**config.mk**
```make
export PLATFORM = sky130hd
export DESIGN_NAME = feature_collector
export DESIGN_NICKNAME = d
export VERILOG_FILES = /design/src/rtl/feature_pkg.sv /design/src/rtl/sync_fifo.sv /design/src/rtl/feature_collector.sv
export SDC_FILE = /design/constraint.sdc
export NUM_CORES = 1
export LEC_CHECK = 0
export CAP_MARGIN = 15
export CORE_UTILIZATION = 45
export DETAILED_ROUTE_END_ITERATION = 7
export GPL_TIMING_DRIVEN = 0
export PLACE_DENSITY = 0.62
export SYNTH_ARGS = -nofsm -noshare
export SYNTH_HDL_FRONTEND = slang
export SYNTH_SLANG_ARGS = --single-unit
```
**constraint.sdc**
```tcl
create_clock -name i_clk -period 7.75 [get_ports i_clk]
set_input_delay 1.55 -clock i_clk [delete_from_list [all_inputs] [get_ports i_clk]]
set_output_delay 1.55 -clock i_clk [all_outputs]
set_load 0.03 [all_outputs]
```
**src/rtl/feature_pkg.sv**
```systemverilog
// Shared widths, entry layout and FSM encoding for the feature collector.
package feature_pkg;

  localparam int X_W        = 10;
  localparam int Y_W        = 10;
  localparam int SCORE_W    = 8;
  localparam int COS_W      = 12;
  localparam int SIN_W      = 12;
  localparam int PAYLOAD_W  = X_W + Y_W + SCORE_W + COS_W + SIN_W;  // 52
  localparam int ENTRY_W    = PAYLOAD_W + 1;                        // 53
  localparam int MARKER_BIT = PAYLOAD_W;                            // 52

  typedef enum logic [1:0] {
    ST_IDLE   = 2'd0,
    ST_ACTIVE = 2'd1,
    ST_TERM   = 2'd2
  } state_t;

  // Feature entry: marker clear, X in the MSBs down to sin in the LSBs.
  function automatic logic [ENTRY_W-1:0] pack_feature(
    input logic [X_W-1:0]     x,
    input logic [Y_W-1:0]     y,
    input logic [SCORE_W-1:0] score,
    input logic [COS_W-1:0]   cos_v,
    input logic [SIN_W-1:0]   sin_v
  );
    return {1'b0, x, y, score, cos_v, sin_v};
  endfunction

endpackage

```
**src/rtl/sync_fifo.sv**
```systemverilog
// Single-clock first-word-fall-through FIFO with full/empty/count status.
module sync_fifo #(
  parameter int WIDTH = 53,
  parameter int DEPTH = 16
) (
  input  logic                     i_clk,
  input  logic                     i_rst,
  input  logic                     i_push,
  input  logic [WIDTH-1:0]         i_data,
  input  logic                     i_pop,
  output logic [WIDTH-1:0]         o_data,
  output logic                     o_full,
  output logic                     o_empty,
  output logic [$clog2(DEPTH):0]   o_count
);

  localparam int AW = $clog2(DEPTH);
  localparam logic [AW:0] DEPTH_C = (AW + 1)'(DEPTH);

  logic [WIDTH-1:0] mem [DEPTH];
  logic [AW-1:0]    wr_ptr;
  logic [AW-1:0]    rd_ptr;
  logic [AW:0]      count;
  logic             do_push;
  logic             do_pop;

  // A full FIFO refuses the push even if a pop frees a slot this cycle.
  assign do_push = i_push && (count != DEPTH_C);
  assign do_pop  = i_pop  && (count != '0);

  // Pointer and occupancy bookkeeping.
  // NOTE: sequential state uses <= so every register samples pre-edge values.
  always_ff @(posedge i_clk) begin
    if (i_rst) begin
      wr_ptr <= '0;
      rd_ptr <= '0;
      count  <= '0;
    end else begin
      if (do_push) wr_ptr <= wr_ptr + 1'b1;
      if (do_pop)  rd_ptr <= rd_ptr + 1'b1;
      case ({do_push, do_pop})
        2'b10:   count <= count + 1'b1;
        2'b01:   count <= count - 1'b1;
        default: count <= count;
      endcase
    end
  end

  // Storage write port.
  // NOTE: the array has no reset; empty/valid comes from count, so contents never matter while unread.
  always_ff @(posedge i_clk) begin
    if (do_push) mem[wr_ptr] <= i_data;
  end

  assign o_data  = mem[rd_ptr];
  assign o_full  = (count == DEPTH_C);
  assign o_empty = (count == '0);
  assign o_count = count;

endmodule

```
**src/rtl/feature_collector.sv**
```systemverilog
// Collects detector keypoints of one frame into a FIFO and closes each
// completed frame with a marker entry carrying the accepted-feature count.
module feature_collector
  import feature_pkg::*;
#(
  parameter int DEPTH = 16,
  parameter int CNT_W = 16
) (
  input  logic                 i_clk,
  input  logic                 i_rst,
  input  logic                 i_start,
  input  logic                 i_end,
  input  logic                 i_flag,
  input  logic [X_W-1:0]       i_coordinate_X,
  input  logic [Y_W-1:0]       i_coordinate_Y,
  input  logic [SCORE_W-1:0]   i_score,
  input  logic [COS_W-1:0]     i_cos,
  input  logic [SIN_W-1:0]     i_sin,
  output logic                 o_valid,
  input  logic                 i_ready,
  output logic [ENTRY_W-1:0]   o_data,
  output logic                 o_last,
  output logic [CNT_W-1:0]     o_frame_count,
  output logic [7:0]           o_drop_count,
  output logic                 o_busy
);

  localparam int FAW = $clog2(DEPTH);
  localparam logic [FAW:0] DEPTH_C = (FAW + 1)'(DEPTH);

  state_t               state_q, state_d;
  logic [CNT_W-1:0]     cnt_q;
  logic [7:0]           drop_q;
  logic [CNT_W-1:0]     frame_cnt_q;

  logic                 push;
  logic [ENTRY_W-1:0]   push_data;
  logic [ENTRY_W-1:0]   marker;
  logic                 accept;
  logic                 drop;
  logic                 marker_done;
  logic                 fifo_full;
  logic                 fifo_empty;
  logic [FAW:0]         fifo_count;

  // Marker entry: flag bit set, frame count in the low bits, zeros between.
  always_comb begin
    marker             = '0;
    marker[CNT_W-1:0]  = cnt_q;
    marker[MARKER_BIT] = 1'b1;
  end

  // Next-state and push decisions; i_start outranks everything in the cycle.
  // NOTE: every output gets a default first so no path leaves a latch behind.
  always_comb begin
    state_d     = state_q;
    push        = 1'b0;
    push_data   = pack_feature(i_coordinate_X, i_coordinate_Y, i_score, i_cos, i_sin);
    accept      = 1'b0;
    drop        = 1'b0;
    marker_done = 1'b0;
    if (i_start) begin
      state_d = ST_ACTIVE;
    end else begin
      case (state_q)
        ST_ACTIVE: begin
          if (i_flag) begin
            if (!fifo_full) begin
              push   = 1'b1;
              accept = 1'b1;
            end else begin
              drop = 1'b1;
            end
          end
          if (i_end) state_d = ST_TERM;
        end
        ST_TERM: begin
          if (!fifo_full) begin
            push        = 1'b1;
            push_data   = marker;
            marker_done = 1'b1;
            state_d     = ST_IDLE;
          end
        end
        default: state_d = ST_IDLE;
      endcase
    end
  end

  // State register and per-frame counters.
  always_ff @(posedge i_clk) begin
    if (i_rst) begin
      state_q     <= ST_IDLE;
      cnt_q       <= '0;
      drop_q      <= '0;
      frame_cnt_q <= '0;
    end else begin
      state_q <= state_d;
      if (i_start) begin
        cnt_q  <= '0;
        drop_q <= '0;
      end else begin
        if (accept && (cnt_q != '1))   cnt_q  <= cnt_q + 1'b1;
        if (drop && (drop_q != 8'hFF)) drop_q <= drop_q + 1'b1;
        if (marker_done)               frame_cnt_q <= cnt_q;
      end
    end
  end

  sync_fifo #(
    .WIDTH (ENTRY_W),
    .DEPTH (DEPTH)
  ) u_fifo (
    .i_clk   (i_clk),
    .i_rst   (i_rst),
    .i_push  (push),
    .i_data  (push_data),
    .i_pop   (i_ready),
    .o_data  (o_data),
    .o_full  (fifo_full),
    .o_empty (fifo_empty),
    .o_count (fifo_count)
  );

  // The full flag and the occupancy count must always agree.
  always_comb begin
    assert (i_rst || (fifo_full == (fifo_count == DEPTH_C)));
  end

  assign o_valid       = !fifo_empty;
  assign o_last        = o_data[MARKER_BIT];
  assign o_frame_count = frame_cnt_q;
  assign o_drop_count  = drop_q;
  assign o_busy        = (state_q != ST_IDLE);

endmodule
```
-- After elaboration in Yosys (flattened, before gate mapping)
Memory sizes are Yosys's and may differ from the RTL's. A register that Yosys moved wholly into a read port is not among the register bits.
Index checks and enable logic that the tools add are counted.
- bits in registers: 55
- bits in writable memories: 848
- input port bits: 58
- output and inout bits: 80
- logic and storage cells: 65
- memories: 1
- $add $sub $neg: 6
- eq/ne operators: 12
- multiplexer cells: 24
- bitwise operators: 1
- reductions and logical operators: 13
- memories (name ; depth ; bits a word ; read ports ; clocked after memory_dff ; write ports ; line ; RTL):
    u_fifo.mem ; 16 ; 53 ; 1 ; 1 ; 1 ; sync_fifo.sv:20 ; logic [WIDTH-1:0] mem [DEPTH];
- operators with widths (cell ; number):
    $mux 53 ; 3
    $add 16x1->16 const B ; 1
    $ne 16x16->1 const B ; 1
    $mux 1 ; 14
    $pmux 5 s2 ; 1
    $add 4x1->4 const B ; 2
    $add 8x1->8 const B ; 1
    $mux 4 ; 2
    $ne 8x8->1 const B ; 1
    $ne 3x3->1 const B ; 2
    $reduce_and 2->1 ; 3
    $add 5x1->5 const B ; 1
    $eq 5x5->1 const B ; 1
    $logic_not 5->1 ; 1
    $ne 5x5->1 const B ; 1
    $reduce_bool 5->1 ; 1
    $sub 5x1->5 const B ; 1
    $eq 2x1->1 const B ; 2
    $eq 2x2->1 const B ; 2
    $logic_and 1x1->1 ; 4
    $mux 2 ; 2
    $ne 2x2->1 const B ; 2
    $pmux 2 s2 ; 1
    $reduce_bool 2->1 ; 2
    4 further kinds ; 4

-- Longest topological paths before layout
- depth after elaboration: 8
- gate-level depth with buffers: 14
- depth with buffers taken out: 12

-- By module
A second synthesis with hierarchy kept.
- cell total of the unflattened synthesis: 1599
- area, all modules: 35172.5 um^2
- modules (own cells, without submodules) (module ; times used ; cells an instance ; area each (um^2)):
    sync_fifo ; 1 ; 1292 ; 32821.5
    feature_collector ; 1 ; 307 ; 2351.0

-- Worst setup path before layout
No wires, ideal clock.
- path kind: in2reg
- start point: input port i_flag
- end point: memory u_fifo.mem[2][0], enable pin
- setup time: 529 ps
- data arrival time: 6040 ps
- required time: 7221 ps
- path slack: 1181 ps
- stages: 5
- path through: a21oi_1 -> a2111oi_0 -> buf_2 -> nand2_1 -> nor3_1
- word-level cells in the longest chain between the ends: 6
- ends and longest elaborated chain (what ; line ; RTL):
    start, declared ; feature_collector.sv:13 ; input logic i_flag,
    $mux 1 ; feature_collector.sv:67 ; if (i_flag) begin
    $pmux 1 s2 ; feature_collector.sv:65 ; case (state_q)
    $mux 1 ; feature_collector.sv:62 ; if (i_start) begin
    $logic_and 1x1->1 ; sync_fifo.sv:28 ; assign do_push = i_push && (count != DEPTH_C);
    $mux 1 ; sync_fifo.sv:52 ; if (do_push) mem[wr_ptr] <= i_data;
    $mux 1 (implied by the code) ; sync_fifo.sv:52 ;
    end, declared ; sync_fifo.sv:20 ;
No other way between the ends.

==> impl_metrics.py <==
metrics = {
    "timing": {
        "finalMaxSlewViolations": 0,
        "setup_viol": 0,
        "skew_ns": 0.0290,
        "fin_ws_ns": 1.78,
        "hold_violations": 0,
        "maxSlewHeadroom_pct": 24.0,
        "rsz0062_at_grt": "no",
        "fin_crit_ns": 5.97,
        "tightest_slew_ns": 1.14,
        "hold_slack_ns": 0.459,
        "fin_crit_sh_pct": 77.0,
        "fmax_mhz": 167,
    },
    "placed_design": {
        "placed_cells": 2850,
        "post-place-ws_ns": 2.41,
        "portBuffers": 137,
        "place_congestion": 0.801,
        "hpwlAfterDp_mm": 52.2,
    },
    "power_and_ir_drop": {
        "p_leak_nw": 13.0,
        "peakVddDrop_mv": 0.176,
        "total_power_w": 0.0115,
        "power.density_nw_per_um2": 272,
    },
    "synth": {
        "syn_avg_cell_area_um2": 21.8,
        "syn_area_um2": 35100,
        "synth.distinct_cells": 51,
        "ys_ff_latch": 907,
        "ys_seq_area_share_pct": 75.9,
        "synth-main-ff-cell": "edfxtp_1",
        "syn_nets": 1683,
        "async_flop_share_pct": 0,
        "ys_warn_count": 0,
        "synth_edf_count": 848,
        "synth_cells": 1611,
    },
    "setup_path": {
        "reg2reg_depth": 10,
        "ff2ff_setup_slack_ns": 4.03,
        "crit_path_max_incr_delay_ns": 0.74,
        "endpoint_kind": "primary output",
        "path_cells": "clkbuf_1 -> clkbuf_1 -> clkbuf_1 -> mux4_2 -> mux4_2 -> buf_4 -> clkdlybuf4s50_1",
        "crit_path_start_kind": "register",
        "cp.arrival_ns": 4.42,
        "path_buf_inv": 5,
        "rr_endpoint": "u_fifo.mem[1][22]",
        "path_class": "reg -> out",
        "r2r_start": "state_q[0]",
        "slowest_stage": "clkbuf_1",
        "path_common_cell": "clkbuf_1",
        "worstPathRequired_ns": 6.20,
        "worst-path-max-fanout": 10,
        "crit_family": "buffers and inverters",
    },
    "cts": {
        "clk_pin_slew_worst_paths_ns": 0.06,
        "cts.sinks": 907,
        "cts_tree": "yes",
        "post_cts_resized": 0,
        "insertion_delay_ns": 0.65,
        "clockRootBuffer": "clkbuf_16",
        "cts_buffer_depth": 3,
        "cts_hold_buf": 0,
        "cts_setup_buffers": 0,
        "htree_levels": 3,
        "cts_buffers": 90,
    },
    "detailed_routing": {
        "viasPerCell": 5.73,
        "routed-via-count": 17300,
        "antenna_left": 0,
        "routedWlPerCell_um": 27.2,
        "drt_wl_total_mm": 82.0,
        "drt_iter0_drc": 1759,
        "drcViolationCount": 0,
        "firstDrtPassIters": 5,
    },
    "layout": {
        "final_nets": 1975,
        "drive_above_1_share_pct": 27.0,
        "area_growth_pct": 20.6,
        "final_cell_mix": "edfxtp_1 (848), mux4_2 (265), clkdlybuf4s50_1 (137)",
        "antenna-diode-count": 0,
        "post-route-util_pct": 54.7,
        "fin_cells": 3019,
        "final_common_cell": "edfxtp_1",
    },
    "die": {
        "die_h_um": 281,
        "ioPinCount": 138,
        "rows": 102,
        "core_um2": 77300,
        "die_area_um2": 79100,
        "initial_core_util_pct": 45.4,
        "die_w_um": 281,
    },
    "global_routing": {
        "grt_use_total_pct": 21.3,
        "antenna_found_initial": 0,
        "first_global_vias": 18200,
        "grt.overflow.total": 0,
        "grt_first_pass_wirelength_mm": 120,
        "grt_start_max_net_pins": 26,
    },
    "worst_hold_path": {
        "whs_endpoint": "o_frame_count[6]",
        "worst_hold_startpoint": "o_frame_count[6]",
        "hp-class": "reg -> reg",
        "holdPathStages": 2,
    },
    "run_status": {
        "outcome": "completed",
    },
    "job": {
        "cap_violations": 0,
    },
}
-- logic make-up (layout without fill, tap and decap cells) --
family,count (synthesis),after routing,share of synthesized area [%]
AND/OR/NAND/NOR,220,220,3.23
flip-flops,907,907,75.9
adder cells (fa/ha/maj),14,14,0.499
XOR/XNOR,8,8,0.200
multiplexers,270,270,17.2
AO/OA/AOI/OAI,90,90,1.66
buffers and inverters,102,470,1.31
-- power by group --
group          switching (W)  leakage (nW)  internal, W  total, W
combinational       0.000653          3.33     0.000618   0.00127
clock                0.00181          1.63      0.00303   0.00485
sequential        0.00000971          8.10      0.00537   0.00538
-- worst max-delay path by stage --
| stage | start | end | slack, ns | cells past startpoint |
|---|---|---|---|---|
| after floorplan | i_flag | u_fifo.mem[2][0] | 1.18 | 5 |
| after CTS | register | o_data[52] | 1.71 | 7 |
| after global routing | register | o_data[52] | 1.67 | 7 |
| after global placement | i_flag | u_fifo.mem[3][22] | -5.03 | 6 |
| after detailed placement | register | o_data[52] | 2.41 | 7 |
| final | register | o_data[52] | 1.78 | 7 |
-- metal layers --
metal | wire length (µm) | GRT usage [%] | vias up
li1 | - | - | 7356
met1 | 35000 | 30.4 | 9216
met2 | 39800 | 34.1 | 623
met3 | 5560 | 3.60 | 108
met4 | 1610 | 5.73 | 0
met5 | 0 | 0 | -
-- state kept, by name (all words and copies together) (netlist names), named ones only --
| register | count |
|---|---|
| u_fifo.mem | 848 |
| cnt_q | 16 |
| o_frame_count | 16 |
| o_drop_count | 8 |
| u_fifo.o_count | 5 |
| u_fifo.rd_ptr | 4 |
| u_fifo.wr_ptr | 4 |
| state_q | 2 |
-- tightest hold or removal path: stages (launching register included) --
cell and delay [ns]:
dfxtp_1 0.31, nand2_1 0.05, a21oi_1 0.05
-- metrics by stage --
stage | setup TNS (ns) | area [µm²]
2_1_floorplan | 0 | 35100
3_3_place_gp | -2014.30 | 37800
3_5_place_dp | 0 | 38900
4_1_cts | 0 | 42300
5_1_grt | 0 | 42300
6_report | 0 | 42300
-- layout make-up --
type / instances / area, µm²
inverters: 16 / 60.1
well taps: 1040 / 1300
fillers: 5841 / 35000
clock inverters: 51 / 795
clock buffers: 117 / 2560
flip-flops and latches: 907 / 26600
multi-input cells: 602 / 8090
repair buffers: 200 / 2440
plain buffers: 86 / 399
-- cell usage after synthesis, types with 12 or more instances --
library cell	count	area share, %
and2_1	37	0.66
nand2_1	86	0.92
mux4_2	265	17
clkbuf_1	37	0.40
nor2_1	28	0.30
ha_1	14	0.50
inv_1	15	0.16
buf_1	12	0.13
o21ai_0	12	0.17
dfxtp_1	59	3.4
or4_1	13	0.28
nand3_1	12	0.17
buf_2	28	0.40
a21oi_1	42	0.60
edfxtp_1	848	73
(Power assumes the default switching activity.)
